===== config.mk =====
export PLATFORM = sky130hd
export DESIGN_NAME = vga_scanout
export DESIGN_NICKNAME = d
export VERILOG_FILES = /design/src/rtl/vga_scanout_pkg.sv /design/src/rtl/vga_timing.sv /design/src/rtl/vga_scanout.sv
export SDC_FILE = /design/constraint.sdc
export NUM_CORES = 1
export LEC_CHECK = 0
export CAP_MARGIN = 25
export CORE_MARGIN = 1.5
export CORE_UTILIZATION = 40
export DETAILED_ROUTE_END_ITERATION = 7
export SETUP_SLACK_MARGIN = 0.1
export SLEW_MARGIN = 20
export SYNTH_ARGS = -nofsm -noshare
export SYNTH_HDL_FRONTEND = slang
export SYNTH_HIERARCHICAL = 1
export SYNTH_SLANG_ARGS = --single-unit

===== constraint.sdc =====
create_clock -name clock -period 3 [get_ports clock]
set_input_delay 0.9 -clock clock [delete_from_list [all_inputs] [get_ports clock]]
set_output_delay 0.9 -clock clock [all_outputs]
set_load 0.01 [all_outputs]

===== src/rtl/vga_scanout_pkg.sv =====
// Shared types and elaboration-time helpers for the VGA scan-out engine:
// pixel formats, pixel decode to RGB444 and line/frame total arithmetic.
package vga_scanout_pkg;

    typedef enum logic [1:0] {
        FMT_I4     = 2'd0,
        FMT_RGB332 = 2'd1,
        FMT_RGB444 = 2'd2
    } pix_fmt_e;

    function automatic pix_fmt_e bpp_to_fmt(input int bpp);
        case (bpp)
            8:       return FMT_RGB332;
            16:      return FMT_RGB444;
            default: return FMT_I4;
        endcase
    endfunction

    // p holds one pixel right-aligned; bits above the pixel width are ignored.
    function automatic logic [11:0] decode_pixel(input pix_fmt_e fmt, input logic [15:0] p);
        logic [11:0] rgb;
        case (fmt)
            FMT_RGB332: rgb = {p[7:5], p[7], p[4:2], p[4], p[1:0], p[1:0]};
            FMT_RGB444: rgb = p[11:0];
            default:    rgb = {p[3:0], p[3:0], p[3:0]};
        endcase
        return rgb;
    endfunction

    function automatic int total_h(input int active, input int fp, input int sync, input int bp);
        return active + fp + sync + bp;
    endfunction

    function automatic int total_v(input int active, input int fp, input int sync, input int bp);
        return active + fp + sync + bp;
    endfunction

    // Wide enough to hold the total itself, so sync-end compares never overflow.
    function automatic int cnt_width(input int total);
        return (total < 2) ? 1 : $clog2(total + 1);
    endfunction

endpackage


===== src/rtl/vga_timing.sv =====
// Horizontal/vertical raster counters with active-region, sync-window and
// frame-start decode. All outputs describe the current counter position.
module vga_timing
    import vga_scanout_pkg::*;
#(
    parameter int H_ACTIVE = 640,
    parameter int H_FP     = 16,
    parameter int H_SYNC   = 96,
    parameter int H_BP     = 48,
    parameter int V_ACTIVE = 480,
    parameter int V_FP     = 10,
    parameter int V_SYNC   = 2,
    parameter int V_BP     = 33,
    parameter int HW       = 10,
    parameter int VW       = 10
) (
    input  logic          clock,
    input  logic          reset_n,
    output logic [HW-1:0] h,
    output logic          v_odd,
    output logic          h_active,
    output logic          v_active,
    output logic          hs_act,
    output logic          vs_act,
    output logic          line_end,
    output logic          frame_end,
    output logic          frame_start
);

    localparam int H_TOT = total_h(H_ACTIVE, H_FP, H_SYNC, H_BP);
    localparam int V_TOT = total_v(V_ACTIVE, V_FP, V_SYNC, V_BP);

    localparam logic [HW-1:0] H_LAST     = HW'(H_TOT - 1);
    localparam logic [HW-1:0] H_ACT      = HW'(H_ACTIVE);
    localparam logic [HW-1:0] HS_START   = HW'(H_ACTIVE + H_FP);
    localparam logic [HW-1:0] HS_END     = HW'(H_ACTIVE + H_FP + H_SYNC);
    localparam logic [VW-1:0] V_LAST     = VW'(V_TOT - 1);
    localparam logic [VW-1:0] V_ACT      = VW'(V_ACTIVE);
    localparam logic [VW-1:0] VS_START   = VW'(V_ACTIVE + V_FP);
    localparam logic [VW-1:0] VS_END     = VW'(V_ACTIVE + V_FP + V_SYNC);

    logic [HW-1:0] h_q, h_d;
    logic [VW-1:0] v_q, v_d;

    always_comb begin
        h_d = h_q + 1'b1;
        v_d = v_q;
        if (h_q == H_LAST) begin
            h_d = '0;
            v_d = (v_q == V_LAST) ? '0 : v_q + 1'b1;
        end
    end

    always_ff @(posedge clock or negedge reset_n) begin
        if (!reset_n) begin
            h_q <= '0;
            v_q <= '0;
        end else begin
            h_q <= h_d;
            v_q <= v_d;
        end
    end

    always_comb begin
        h           = h_q;
        v_odd       = v_q[0];
        h_active    = (h_q < H_ACT);
        v_active    = (v_q < V_ACT);
        hs_act      = (h_q >= HS_START) && (h_q < HS_END);
        vs_act      = (v_q >= VS_START) && (v_q < VS_END);
        line_end    = (h_q == H_LAST);
        frame_end   = (h_q == H_LAST) && (v_q == V_LAST);
        frame_start = (h_q == '0) && (v_q == '0);
    end

endmodule


===== src/rtl/vga_scanout.sv =====
// VGA scan-out engine: raster timing, framebuffer fetch, pixel unpack and a
// two-stage pin pipeline. Define VGA_SCANOUT_PIXDOUBLE_EN for 2x2 pixel doubling.
module vga_scanout
    import vga_scanout_pkg::*;
#(
    parameter int   H_ACTIVE  = 640,
    parameter int   H_FP      = 16,
    parameter int   H_SYNC    = 96,
    parameter int   H_BP      = 48,
    parameter int   V_ACTIVE  = 480,
    parameter int   V_FP      = 10,
    parameter int   V_SYNC    = 2,
    parameter int   V_BP      = 33,
    parameter logic HS_POL    = 1'b0,
    parameter logic VS_POL    = 1'b0,
    parameter int   BPP       = 4,
    parameter int   ADDR_W    = 16,
    parameter int   BASE_ADDR = 0
) (
    input  logic              clock,
    input  logic              reset_n,
    input  logic              enable,
    output logic [ADDR_W-1:0] address,
    output logic              rden,
    input  logic [15:0]       q,
    output logic [3:0]        VGA_R,
    output logic [3:0]        VGA_G,
    output logic [3:0]        VGA_B,
    output logic              HS,
    output logic              VS,
    output logic              de,
    output logic              frame_start
);

    localparam int       H_TOT = total_h(H_ACTIVE, H_FP, H_SYNC, H_BP);
    localparam int       V_TOT = total_v(V_ACTIVE, V_FP, V_SYNC, V_BP);
    localparam int       HW    = cnt_width(H_TOT);
    localparam int       VW    = cnt_width(V_TOT);
    localparam int       PPW   = 16 / BPP;
    localparam pix_fmt_e FMT   = bpp_to_fmt(BPP);

`ifdef VGA_SCANOUT_PIXDOUBLE_EN
    localparam int DOUBLE = 1;
    if ((H_ACTIVE % 2) != 0 || (V_ACTIVE % 2) != 0) begin : g_even_check
        $error("vga_scanout: pixel doubling needs even H_ACTIVE and V_ACTIVE");
    end
`else
    localparam int DOUBLE = 0;
`endif

    localparam int                FB_W = H_ACTIVE >> DOUBLE;
    localparam logic [ADDR_W-1:0] WPL  = ADDR_W'(FB_W / PPW);
    localparam logic [ADDR_W-1:0] BASE = ADDR_W'(BASE_ADDR);

    if (BPP != 4 && BPP != 8 && BPP != 16) begin : g_bpp_check
        $error("vga_scanout: BPP must be 4, 8 or 16");
    end

    logic [HW-1:0] h;
    logic          v_odd;
    logic          h_active;
    logic          v_active;
    logic          hs_act;
    logic          vs_act;
    logic          line_end;
    logic          frame_end;
    logic          fs_s0;

    vga_timing #(
        .H_ACTIVE (H_ACTIVE),
        .H_FP     (H_FP),
        .H_SYNC   (H_SYNC),
        .H_BP     (H_BP),
        .V_ACTIVE (V_ACTIVE),
        .V_FP     (V_FP),
        .V_SYNC   (V_SYNC),
        .V_BP     (V_BP),
        .HW       (HW),
        .VW       (VW)
    ) u_timing (
        .clock       (clock),
        .reset_n     (reset_n),
        .h           (h),
        .v_odd       (v_odd),
        .h_active    (h_active),
        .v_active    (v_active),
        .hs_act      (hs_act),
        .vs_act      (vs_act),
        .line_end    (line_end),
        .frame_end   (frame_end),
        .frame_start (fs_s0)
    );

    // Stage 0: frame gate, fetch address, read strobe.
    logic              gate_q, gate_d;
    logic [ADDR_W-1:0] line_base_q, line_base_d;
    logic [ADDR_W-1:0] word_q, word_d;
    logic              vis_s0;
    logic              fetch_slot;

    // Stage 1 (RAM data returning) and stage 2 (pins).
    logic        ld_p1_q, ld_p1_d;
    logic        vis_p1_q, vis_p1_d;
    logic        de_p1_q, de_p1_d;
    logic        hs_p1_q, hs_p1_d;
    logic        vs_p1_q, vs_p1_d;
    logic        fs_p1_q, fs_p1_d;
    logic        hodd_p1_q, hodd_p1_d;
    logic [15:0] sh_q, sh_d;
    logic [15:0] src;
    logic [15:0] pix;
    logic [11:0] rgb_q, rgb_d;
    logic        hs_q, hs_d;
    logic        vs_q, vs_d;
    logic        de_q, de_d;
    logic        fs_q, fs_d;

    always_comb begin
        vis_s0     = h_active && v_active;
        fetch_slot = vis_s0 && (DOUBLE == 0 || !h[0])
                     && (((32'(h) >> DOUBLE) & (PPW - 1)) == 0);
        rden       = fetch_slot && gate_q;
        address    = line_base_q + word_q;

        // The gate only changes on the wrap into (0,0), so a frame is all-or-nothing
        // and the partial frame right after reset stays blanked.
        gate_d      = frame_end ? enable : gate_q;
        word_d      = word_q;
        line_base_d = line_base_q;
        if (line_end) begin
            word_d = '0;
            if (frame_end) begin
                line_base_d = BASE;
            end else if (v_active && (DOUBLE == 0 || v_odd)) begin
                line_base_d = line_base_q + WPL;
            end
        end else if (fetch_slot) begin
            word_d = word_q + 1'b1;
        end

        ld_p1_d   = rden;
        vis_p1_d  = vis_s0 && gate_q;
        de_p1_d   = vis_s0;
        hs_p1_d   = hs_act ? HS_POL : ~HS_POL;
        vs_p1_d   = vs_act ? VS_POL : ~VS_POL;
        fs_p1_d   = fs_s0;
        hodd_p1_d = h[0];

        // A fresh word shows its first pixel straight from q; the shifter holds the rest.
        src  = ld_p1_q ? q : sh_q;
        pix  = src >> (16 - BPP);
        sh_d = sh_q;
        if (ld_p1_q) begin
            sh_d = (DOUBLE != 0) ? q : (q << BPP);
        end else if (vis_p1_q && (DOUBLE == 0 || hodd_p1_q)) begin
            sh_d = sh_q << BPP;
        end

        rgb_d = vis_p1_q ? decode_pixel(FMT, pix) : 12'h000;
        hs_d  = hs_p1_q;
        vs_d  = vs_p1_q;
        de_d  = de_p1_q;
        fs_d  = fs_p1_q;
    end

    always_ff @(posedge clock or negedge reset_n) begin
        if (!reset_n) begin
            gate_q      <= 1'b0;
            line_base_q <= BASE;
            word_q      <= '0;
            ld_p1_q     <= 1'b0;
            vis_p1_q    <= 1'b0;
            de_p1_q     <= 1'b0;
            hs_p1_q     <= ~HS_POL;
            vs_p1_q     <= ~VS_POL;
            fs_p1_q     <= 1'b0;
            hodd_p1_q   <= 1'b0;
            sh_q        <= '0;
            rgb_q       <= '0;
            hs_q        <= ~HS_POL;
            vs_q        <= ~VS_POL;
            de_q        <= 1'b0;
            fs_q        <= 1'b0;
        end else begin
            gate_q      <= gate_d;
            line_base_q <= line_base_d;
            word_q      <= word_d;
            ld_p1_q     <= ld_p1_d;
            vis_p1_q    <= vis_p1_d;
            de_p1_q     <= de_p1_d;
            hs_p1_q     <= hs_p1_d;
            vs_p1_q     <= vs_p1_d;
            fs_p1_q     <= fs_p1_d;
            hodd_p1_q   <= hodd_p1_d;
            sh_q        <= sh_d;
            rgb_q       <= rgb_d;
            hs_q        <= hs_d;
            vs_q        <= vs_d;
            de_q        <= de_d;
            fs_q        <= fs_d;
        end
    end

    always_comb begin
        VGA_R       = rgb_q[11:8];
        VGA_G       = rgb_q[7:4];
        VGA_B       = rgb_q[3:0];
        HS          = hs_q;
        VS          = vs_q;
        de          = de_q;
        frame_start = fs_q;
    end

endmodule


* Word-level counts from Yosys, hierarchy flattened
Cells that the tools add are included.
** Storage, ports and cells
- Register bits after elaboration :: 91
- Latch bits :: 0
- Bits in writable memories :: 0
- Memory bits (read-only) :: 0
- Bits of input ports :: 19
- Output and inout port bits :: 33
- Logic and storage cells :: 57
- Memories kept :: 0
** Operators by class
- Add/sub/neg operators :: 5
- Multiply operators :: 0
- Divide/modulo/power cells :: 0
- $lt $le $gt $ge :: 6
- Eq/ne operators :: 2
- Shifts and indexed selects :: 0
- Muxes and demuxes :: 12
- Bitwise operators :: 0
- Reductions and logical operators :: 15
** Operator list (number)
- 2-to-1 mux 16 bit :: 7
- logical NOT 32 bit :: 1
- adder 10 x 1 -> 10 bit (second input constant) :: 2
- equality test 10 bit (second input constant) :: 2
- logical NOT 10 bit :: 2
- < comparator 10 bit (second input constant) :: 2
- < comparator 10 x 9 -> 1 bit (second input constant) :: 2
- 2-to-1 mux 10 bit :: 2
- adder 16 x 1 -> 16 bit (second input constant) :: 1
- adder 16 bit :: 1
- adder 16 x 8 -> 16 bit (second input constant) :: 1
- 2-to-1 mux 12 bit :: 1
- greater-or-equal comparator 10 bit (second input constant) :: 1
- greater-or-equal comparator 10 x 9 -> 1 bit (second input constant) :: 1
- logical AND 1 bit :: 8
- nonzero test 2 bit :: 3
- 2-to-1 mux 1 bit :: 2
- AND reduction 2 bit :: 1

* Longest topological paths before layout
Gate-level depths: netlist of run 1.
- Depth after elaboration :: 5
- Depth in mapped cells :: 12
- Depth with buffers taken out :: 10

* By module
Netlist of run 1, hierarchy kept.
** Modules (own cells, without submodules)
- vga_scanout :: instances 1, cells each 280, area each 2788.9 um^2, seq. area each 1356.3 um^2
- vga_timing :: instances 1, cells each 114, area each 1072.3 um^2, seq. area each 500.5 um^2

* Least setup slack after synthesis of run 1
Ideal clock, no wire load.
- Path type :: register to output
- Start point :: register word_q[6]
- End point :: output port address[13]
- Data arrival time :: 1.813 ns
- Data required time :: 2.100 ns
- Path slack :: 0.287 ns
- Stages on the path, launching flop included :: 7
- Path buffers :: 0
- Cells stage by stage :: dfrtp_1 > ha_1 > a21oi_2 > o211ai_1 > a311oi_1 > o21bai_1 > xnor2_1
** On the way
- Word-level cells in the longest chain between the ends :: 1
** Ends and longest elaborated chain
- from (decl) :: line vga_scanout.sv:97 : logic [ADDR_W-1:0] word_q, word_d;
- from (signal assigned) :: line vga_scanout.sv:187 : word_q <= word_d;
- adder 16 bit :: line vga_scanout.sv:123 : address = line_base_q + word_q;
- to (decl) :: line vga_scanout.sv:23 : output logic [ADDR_W-1:0] address,
Every way passes these cells.

* Worst setup path in the final report of run 1
- Start point :: register word_q[6]
- End point :: output port address[12]
The elaborated chain is that of the path after synthesis.

==> results.tsv, run 1 <==
stage	metric	value	unit
critical_path	cp-end-kind	output pin	
drt	routedWlPerCell	13.4	um
synthesis	syn_nets	429	
min_path	whs_path_depth	0	
synthesis	synthArstFlopShare	100	%
drt	first_iter_violations	78	
synthesis	ys_warn_count	6	
placed_design	numPortBuffers	51	
pwr	p_leak	2.20	nW
critical_path	r2r-end	line_base_q[13]	
drt	dr.pass1.iters	4	
sta	holdWs	353	ps
floorplan	dieArea	10300	um2
synthesis	ys_seq_area_share	48.1	%
sta	max_freq	0.330	GHz
sta	tightest_slew	777	ps
synthesis	yosysUniqueCellTypes	46	
drt	wirelength	8.06	mm
synthesis	synthCells	394	
critical_path	critPathLaunchType	flip-flop	
drt	vias_per_cell	4.92	
pwr	total_power	1.86	mW
floorplan	start_util	41.6	%
synthesis	synth_edf_count	0	
finish	drive_gt1_share	19.0	%
critical_path	r2r_cells	9	
clock_tree	holdBufCountCts	0	
sta	setup_viol_count_final	3	
sta	slew_violations	0	
clock_tree	cts-buffers-inserted	9	
synthesis	synth_area_leaders	dfrtp_1 (45%), xnor2_1 (5.2%), ha_1 (5.2%), xor2_1 (4.5%), nor2_1 (3.6%)	
global_route	grt_pass1_vias	2939	
sta	tns	-58.1	ps
synthesis	ys_ff_latch	74	
drt	drc	0	
drt	route.vias.total	2964	
clock_tree	clk_pin_slew	70	ps
synthesis	syn_area	3860	um2
drt	ant_nets	0	
sta	finalWorstSetupSlack	-34.0	ps
clock_tree	insertion_delay	340	ps
clock_tree	h-tree-depth	3	
critical_path	crit_type	flip-flop to output pin	
synthesis	ys.flop_type	dfrtp_1	
finish	nNetsFinal	503	
global_route	grt_pass1_wl	13.8	mm
min_path	hold_class	flip-flop to flip-flop	
clock_tree	cts.sinks	74	
clock_tree	root_buffer	clkbuf_8	
floorplan	ioPinCount	52	
global_route	grt_overflow	0	
finish	num_antenna_cells	0	
global_route	grt_start_max_net_pins	75	
floorplan	rows	35	
critical_path	critPathMaxFanout	2	
finish	syn_to_final_growth	29.3	%
synthesis	synth_common_cells	dfrtp_1 (70), nor2_1 (37), nand2_1 (35)	
synthesis	synth_area_per_cell	9.80	um2
critical_path	reg2reg_slack	480	ps
run	cap_viol_max_count	0	
floorplan	die_h	101	um
floorplan	die_w	101	um
placed_design	hpwl	5.52	mm
sta	finalCriticalPeriod	3030	ps
placed_design	gp_congestion	0.806	
synthesis	synth_most_common_cell	dfrtp_1	
status	status	complete, but fails checks	
synthesis	yosysTopAreaCellShare	45.4	%
global_route	track_usage	17.2	%
sta	hold_violations	0	
status	failed_checks	negative setup slack	
clock_tree	clk_path_buf_depth	2	
global_route	antenna_found_initial	0	
sta	rsz0062_at_grt	yes	
critical_path	crit_required	2100	ps
sta	min_period_over_period	101	%
pwr	p_per_area	372	nW/um2
min_path	min_from	de_d	
clock_tree	cts_tree	built	
pwr	peakVddDrop	196	uV
min_path	hold-path-endpoint	de	
synthesis	yosys.area.top_type	dfrtp_1	
sta	skew	9.78	ps
floorplan	core-area	9280	um2
sta	relSlewSlack	48.2	%
critical_path	r2r-start	u_timing/h[0]	
critical_path	worstPathArrival	2130	ps
[report_power, final]
part	leakage (nW)	switching, mW	internal [mW]	total, mW
Combinational	1.17	0.0232	0.0239	0.0471
Sequential	0.917	0	0.997	0.997
Clock	0.112	0.364	0.451	0.815
Total	2.20	0.387	1.47	1.86
[stage by stage]
| step | cells | instance area [um2] | setup WS (ps) | utilization, % |
|---|---|---|---|---|
| 2_1_floorplan | 394 | 3860 | 287 | - |
| 3_3_place_gp | 580 | 4630 | -67.2 | 49.8 |
| 3_5_place_dp | 580 | 4630 | -133 | 49.8 |
| 4_1_cts | 598 | 4880 | -88.0 | 52.6 |
| 5_1_grt | 602 | 4990 | -199 | 53.8 |
| 6_report | 602 | 4990 | -34.0 | 53.8 |
[area by class of cell]
class	instances	area, um2
fillers	850	4290
multi-input cells	280	1930
flip-flops and latches	74	1860
repair buffers	90	785
clock buffers	12	165
well taps	129	161
clock inverters	4	48.8
inverters	13	48.8
[logic make-up (layout without fill, tap and decap cells)]
logic type                 count (synthesis)  in the layout  share of synthesized area (%)
xor gates and xnor gates                  43             43                           9.75
and+or+nand+nor                          160            160                           21.0
buffers and inverters                     40            119                           5.18
adders and majority gates                 16             16                           5.18
DFF                                       74             74                           48.1
muxes                                     15             15                           3.95
AOI/OAI and AO/OA                         46             46                           6.80
[how the worst max path moves through the flow]
stage                         startpoint           to  cells after the start
after floorplan                word_q[6]  address[13]                      6
after global placement    line_base_q[6]  address[15]                      8
after detailed placement  line_base_q[6]  address[12]                      7
after CTS                      word_q[6]  address[12]                      8
after global routing           word_q[6]  address[13]                      8
final                          word_q[6]  address[12]                      8
[timing repair]
item	CTS	global route
endpoints found under the setup margin	10	9
gates resized for setup	41	14
setup buffers	2	3
pin swaps	9	7
[registers in the layout, summed over array words and instances, names as in the netlist]
name	flops
ld_p1_q	1
sh_q	12
line_base_q	11
u_timing/v_q	10
de	1
fs_d	1
vs_d	1
word_q	16
hs_d	1
rgb_q	4
de_d	1
frame_start	1
vis_p1_q	1
u_timing/h	10
VS	1
HS	1
gate_q	1
[worst max-delay path, cell delays in order, from the launching register on]
cell	delay (ps)
dfrtp_1	420
ha_4	270
a21oi_4	140
o211ai_1	140
buf_4	170
a311oi_4	260
buf_4	160
xnor2_1	90
buf_2	140
[placed cells by master (no fill, tap or decap), drive strengths merged, types with 16 or more instances in the layout]
| master | instances |
|---|---|
| nor2 | 37 |
| xor2 | 20 |
| xnor2 | 23 |
| nand3 | 24 |
| clkdlybuf4s50 | 39 |
| nand2 | 35 |
| dfrtp | 70 |
| ha | 16 |
| o21ai | 24 |
| buf | 47 |
[per-layer routing]
metal	vias up	part of all wire [%]	global-route usage (%)	wire length, um
met5	-	0	0	0
met4	0	1.4	6.09	109
met3	13	2.9	3.73	232
met2	43	50	28.2	4020
met1	1436	46	22.7	3700
li1	1472	-	-	-
Power figures use the tool's default switching activity.
==> inputs of run 2 (changes only) <==
Settings changed: CAP_MARGIN 25 to 15.
==> results.tsv, run 2 (same netlist as run 1, synthesis figures left out) <==
stage	metric	value	unit	change
finish	final_common_cell	dfrtp_1		
floorplan	start_util	41.6	%	unchanged
pwr	seq_power_share	53.8	%	+0.2 points
clock_tree	h-tree-depth	3		unchanged
critical_path	worstPathArrival	2130	ps	about the same
clock_tree	cts-buffers-inserted	9		unchanged
finish	nNetsFinal	502		-0.20%
clock_tree	root_buffer	clkbuf_8		
drt	routedWlPerCell	13.4	um	+0.12%
critical_path	crit_type	flip-flop to output pin		
drt	first_iter_violations	82		+5.1%
critical_path	critPathMaxFanout	2		unchanged
floorplan	die_h	101	um	unchanged
drt	drc	0		unchanged
global_route	grt_util_met3	3.73	%	unchanged
pwr	p_per_area	373	nW/um2	+0.28%
sta	slew_violations	0		unchanged
floorplan	core-area	9280	um2	unchanged
finish	top_regs	word_q (16), sh_q (12), line_base_q (11)		
clock_tree	cts.sinks	74		unchanged
drt	ant_nets	0		unchanged
status	failed_checks	negative setup slack		
finish	layout_common_cells	dfrtp_1 (70), clkdlybuf4s50_1 (39), buf_4 (37)		
critical_path	crit_required	2100	ps	about the same
global_route	gr-usage-met2	28.2	%	unchanged
clock_tree	holdBufCountCts	0		unchanged
global_route	top_usage_layer	met2		
floorplan	dieArea	10300	um2	unchanged
global_route	grt_pass1_wl	13.8	mm	unchanged
finish	drive_gt1_share	18.9	%	-0.17 points
critical_path	cp-end-kind	output pin		
pwr	p_leak	2.18	nW	-0.58%
placed_design	numPortBuffers	51		unchanged
critical_path	reg2reg_slack	470	ps	about the same
sta	tightest_slew	955	ps	+179 ps
global_route	antenna_found_initial	0		unchanged
global_route	grt_overflow	0		unchanged
clock_tree	insertion_delay	340	ps	about the same
sta	rsz0062_at_grt	yes		
pwr	combPwrFrac	2.3	%	-0.2 points
finish	regMostFlops	word_q		
sta	max_freq	0.330	GHz	about the same
pwr	power.share.switching	20.8	%	about the same
placed_design	hpwl	5.52	mm	unchanged
placed_design	gp_congestion	0.806		unchanged
drt	dr.pass1.iters	4		unchanged
global_route	grt_start_max_net_pins	75		unchanged
critical_path	critPathLaunchType	flip-flop		
sta	setup_viol_count_final	3		unchanged
placed_design	placed_area	4630	um2	unchanged
drt	vias_per_cell	4.89		-0.71%
global_route	grt_pass1_vias	2939		unchanged
sta	skew	8.67	ps	-1.11 ps
sta	hold_violations	0		unchanged
drt	route.vias.total	2938		-0.88%
global_route	grt_use_met1	22.7	%	unchanged
floorplan	rows	35		unchanged
min_path	hold_class	flip-flop to flip-flop		
clock_tree	cts_tree	built		
status	status	complete, but fails checks		
sta	finalWorstSetupSlack	-34.8	ps	-0.738 ps
finish	num_antenna_cells	0		unchanged
sta	finalCriticalPeriod	3030	ps	+0.738 ps
pwr	power_frac_clock	43.9	%	about the same
finish	syn_to_final_growth	28.6	%	
global_route	track_usage	17.2	%	unchanged
sta	holdWs	351	ps	-1.26 ps
drt	wirelength	8.06	mm	about the same
clock_tree	clk_pin_slew	70	ps	about the same
sta	relSlewSlack	36.3	%	-12 points
pwr	switchingPower	0.386	mW	-0.31%
floorplan	die_w	101	um	unchanged
pwr	peakVddDrop	195	uV	-0.44%
run	cap_viol_max_count	0		unchanged
sta	min_period_over_period	101	%	about the same
finish	largest_reg_flops	16		unchanged
pwr	p_int	1.47	mW	-0.26%
finish	design_area	4960	um2	-0.55%
floorplan	ioPinCount	52		unchanged
clock_tree	clk_path_buf_depth	2		unchanged
[run 2: cell types whose count changed in the layout (fill, tap and decap cells not counted)]
| cell | before | now |
|---|---|---|
| buf_16 | 1 | 0 |
[run 2: per-layer routing]
layer / vias to the layer above / wire, um
met1: 1417 / 3730
met4: 0 / 109
met2: 37 / 4010
li1: 1471 / -
met5: - / 0
met3: 13 / 216
[run 2: worst paths after layout]
| kind | from | to | depth (start not counted) |
|---|---|---|---|
| worst max-delay path | word_q[6] | address[12] | 8 |
| worst min-delay path | de_d | de | 0 |
| worst max register to register | u_timing/h[0] | line_base_q[13] | 9 |
| worst min register to register | de_d | de | 0 |
| max in group asynchronous | reset_n | line_base_q[9] | 1 |
| min in group asynchronous | reset_n | u_timing/v_q[2] | 1 |
[run 2: power groups by stage]
stage	Combinational [mW]	Sequential (mW)	Clock, mW
after floorplan	0.000151	1.02	0
after global placement	0.0449	1.02	0
after detailed placement	0.0451	1.02	0
after CTS	0.0452	0.997	0.840
after global routing	0.0485	0.997	0.889
final	0.0427	0.997	0.815
[run 2: worst max-delay path, stage by stage (launching register included)]
cell      delay, ps
dfrtp_1         420
ha_4            270
a21oi_4         140
o211ai_1        140
buf_4           170
a311oi_4        260
buf_4           160
xnor2_1          90
buf_2           140
[run 2: what timing repair did]
action | CTS | global route
pin swaps | 9 | 7
endpoints found under the setup margin | 10 | 9
gates resized for setup | 41 | 14
buffers inserted | 2 | 3
[run 2: area by class of cell]
type | count | area (um2)
timing repair buffer | 89 | 757
fill | 854 | 4320
inverter | 13 | 48.8
multi-input combinational | 280 | 1930
clock buffer | 12 | 165
sequential | 74 | 1860
tap | 129 | 161
clock inverter | 4 | 48.8
[run 2: metrics by stage]
stage	util [%]	worst slack [ps]	power [mW]	TNS, ps	cells
final	53.5	-34.8	1.85	-60.2	601
after CTS	52.6	-88.0	1.88	-171	598
after detailed placement	49.8	-133	1.06	-426	580
after global placement	49.8	-67.2	1.06	-175	580
after global routing	53.5	-199	1.93	-634	601
after floorplan	-	287	1.02	0	394
==> inputs of run 3 (changes only) <==
Settings changed: CELL_PAD_IN_SITES_DETAIL_PLACEMENT set to 1, CELL_PAD_IN_SITES_GLOBAL_PLACEMENT set to 1, PLACE_DENSITY set to 0.73.
==> results.tsv, run 3 (same netlist as run 1, synthesis figures left out) <==
stage	metric	value	unit	change
status	status	complete, but fails checks		
status	failed_checks	negative setup slack		
min_path	hold_class	flip-flop to flip-flop		
floorplan	start_util	41.6	%	unchanged
drt	ant_nets	0		unchanged
finish	num_antenna_cells	0		unchanged
finish	regMostFlops	word_q		
pwr	p_int	1.49	mW	+1.6%
clock_tree	clk_pin_slew	80	ps	about the same
drt	first_iter_violations	96		+17%
sta	finalCriticalPeriod	3070	ps	+31.9 ps
pwr	power_frac_clock	45.1	%	+1.2 points
pwr	p_leak	2.22	nW	+1.5%
drt	wirelength	9.23	mm	+14%
finish	nNetsFinal	507		+1.0%
pwr	switchingPower	0.409	mW	+5.8%
global_route	grt_overflow	0		unchanged
critical_path	cp-end-kind	output pin		
clock_tree	holdBufCountCts	0		unchanged
clock_tree	clk_path_buf_depth	2		unchanged
critical_path	crit_type	flip-flop to output pin		
global_route	track_usage	19.3	%	+2.0 points
critical_path	critPathMaxFanout	2		unchanged
finish	multi_input_area	1930	um2	unchanged
floorplan	core-area	9280	um2	unchanged
drt	route.vias.total	3052		+3.9%
clock_tree	root_buffer	clkbuf_8		
sta	slew_violations	0		unchanged
drt	vias_per_cell	5.04		+3.0%
sta	max_freq	0.326	GHz	-1.0%
floorplan	dieArea	10300	um2	unchanged
pwr	seq_power_share	52.5	%	-1.3 points
clock_tree	cts.sinks	74		unchanged
finish	final_common_cell	dfrtp_1		
sta	relSlewSlack	45.5	%	+9.2 points
clock_tree	h-tree-depth	3		unchanged
global_route	antenna_found_initial	0		unchanged
floorplan	ioPinCount	52		unchanged
finish	layout_common_cells	dfrtp_1 (70), buf_4 (41), clkdlybuf4s50_1 (40)		
pwr	p_per_area	378	nW/um2	+1.1%
sta	min_period_over_period	102	%	+1.1 points
sta	tightest_slew	817	ps	-138 ps
global_route	grt_pass1_wl	15.5	mm	+12%
drt	routedWlPerCell	15.2	um	+14%
floorplan	die_h	101	um	unchanged
placed_design	numPortBuffers	51		unchanged
finish	top_regs	word_q (16), sh_q (12), line_base_q (11)		
run	cap_viol_max_count	0		unchanged
pwr	combPwrFrac	2.4	%	about the same
critical_path	critPathLaunchType	flip-flop		
floorplan	rows	35		unchanged
sta	setup_viol_count_final	3		unchanged
floorplan	die_w	101	um	unchanged
placed_design	placed_area	4670	um2	+0.92%
clock_tree	cts-buffers-inserted	9		unchanged
critical_path	worstPathArrival	2170	ps	+40 ps
sta	tns	-143	ps	-82.6 ps
finish	drive_gt1_share	19.3	%	+0.43 points
finish	n_fill_cell	1061		+24%
global_route	grt_start_max_net_pins	40		-47%
critical_path	crit_required	2100	ps	about the same
finish	regArea	1860	um2	unchanged
pwr	total_power	1.90	mW	+2.5%
sta	holdWs	355	ps	+3.92 ps
clock_tree	cts_tree	built		
global_route	grt_pass1_vias	3228		+9.8%
finish	largest_reg_flops	16		unchanged
drt	dr.pass1.iters	4		unchanged
pwr	power.share.switching	21.5	%	+0.68 points
placed_design	gp_congestion	0.815		+1.0%
sta	hold_violations	0		unchanged
sta	rsz0062_at_grt	yes		
finish	finish.utilization	54.2	%	+0.70 points
sta	skew	11.9	ps	+3.20 ps
drt	drc	0		unchanged
placed_design	hpwl	6.56	mm	+19%
clock_tree	insertion_delay	350	ps	about the same
sta	finalWorstSetupSlack	-66.7	ps	-31.9 ps
pwr	peakVddDrop	187	uV	-3.9%
finish	design_area	5030	um2	+1.3%
finish	syn_to_final_growth	30.3	%	
[run 3: worst paths after layout]
check / start / endpoint / slack [ps] / cells past startpoint
max: word_q[6] / address[13] / -70 / 8
min: fs_d / frame_start / 360 / 0
max reg2reg: u_timing/h[0] / line_base_q[12] / 400 / 10
min reg2reg: fs_d / frame_start / 360 / 0
max in group asynchronous: reset_n / word_q[11] / 1900 / 2
min in group asynchronous: reset_n / line_base_q[5] / 520 / 1
[run 3: worst max-delay path, cell delays in order (launching register included)]
cell      delay (ps)
dfrtp_1          420
ha_4             270
a21oi_4          130
o211ai_1         150
buf_4            180
a311oi_4         270
o21bai_1         140
xnor2_1          130
buf_2            140
[run 3: final cells by class]
type	count	area share [%]
clock inverters	6	1.79
repair buffers	94	16.3
clock buffers	10	2.54
well taps	129	3.21
inverters	13	0.970
multi-input cells	280	38.3
flip-flops and latches	74	36.9
[run 3: metrics by stage]
| stage | setup WS [ps] | instances |
|---|---|---|
| after floorplan | 287 | 394 |
| after global placement | -77.3 | 584 |
| after detailed placement | -206 | 584 |
| after CTS | -71.4 | 603 |
| after global routing | -191 | 606 |
| final | -66.7 | 606 |
[run 3: repair_timing]
item	CTS	global route
resized for setup	42	11
setup endpoints to repair	10	9
pin swaps	10	5
hold endpoints to repair	0	0
buffers inserted	4	3
[run 3: routing by layer]
metal,routed length (um),GRT usage (%)
met1,4070,24.8
met2,4810,33.2
met3,217,2.76
met4,119,6.94
met5,0,0
[run 3: power by group through the flow]
stage	Sequential, mW	Clock, mW	Combinational (mW)
6_report	0.997	0.858	0.0456
3_3_place_gp	1.02	0	0.0476
2_1_floorplan	1.02	0	0.000151
4_1_cts	0.997	0.883	0.0481
3_5_place_dp	1.02	0	0.0480
5_1_grt	0.997	0.917	0.0515
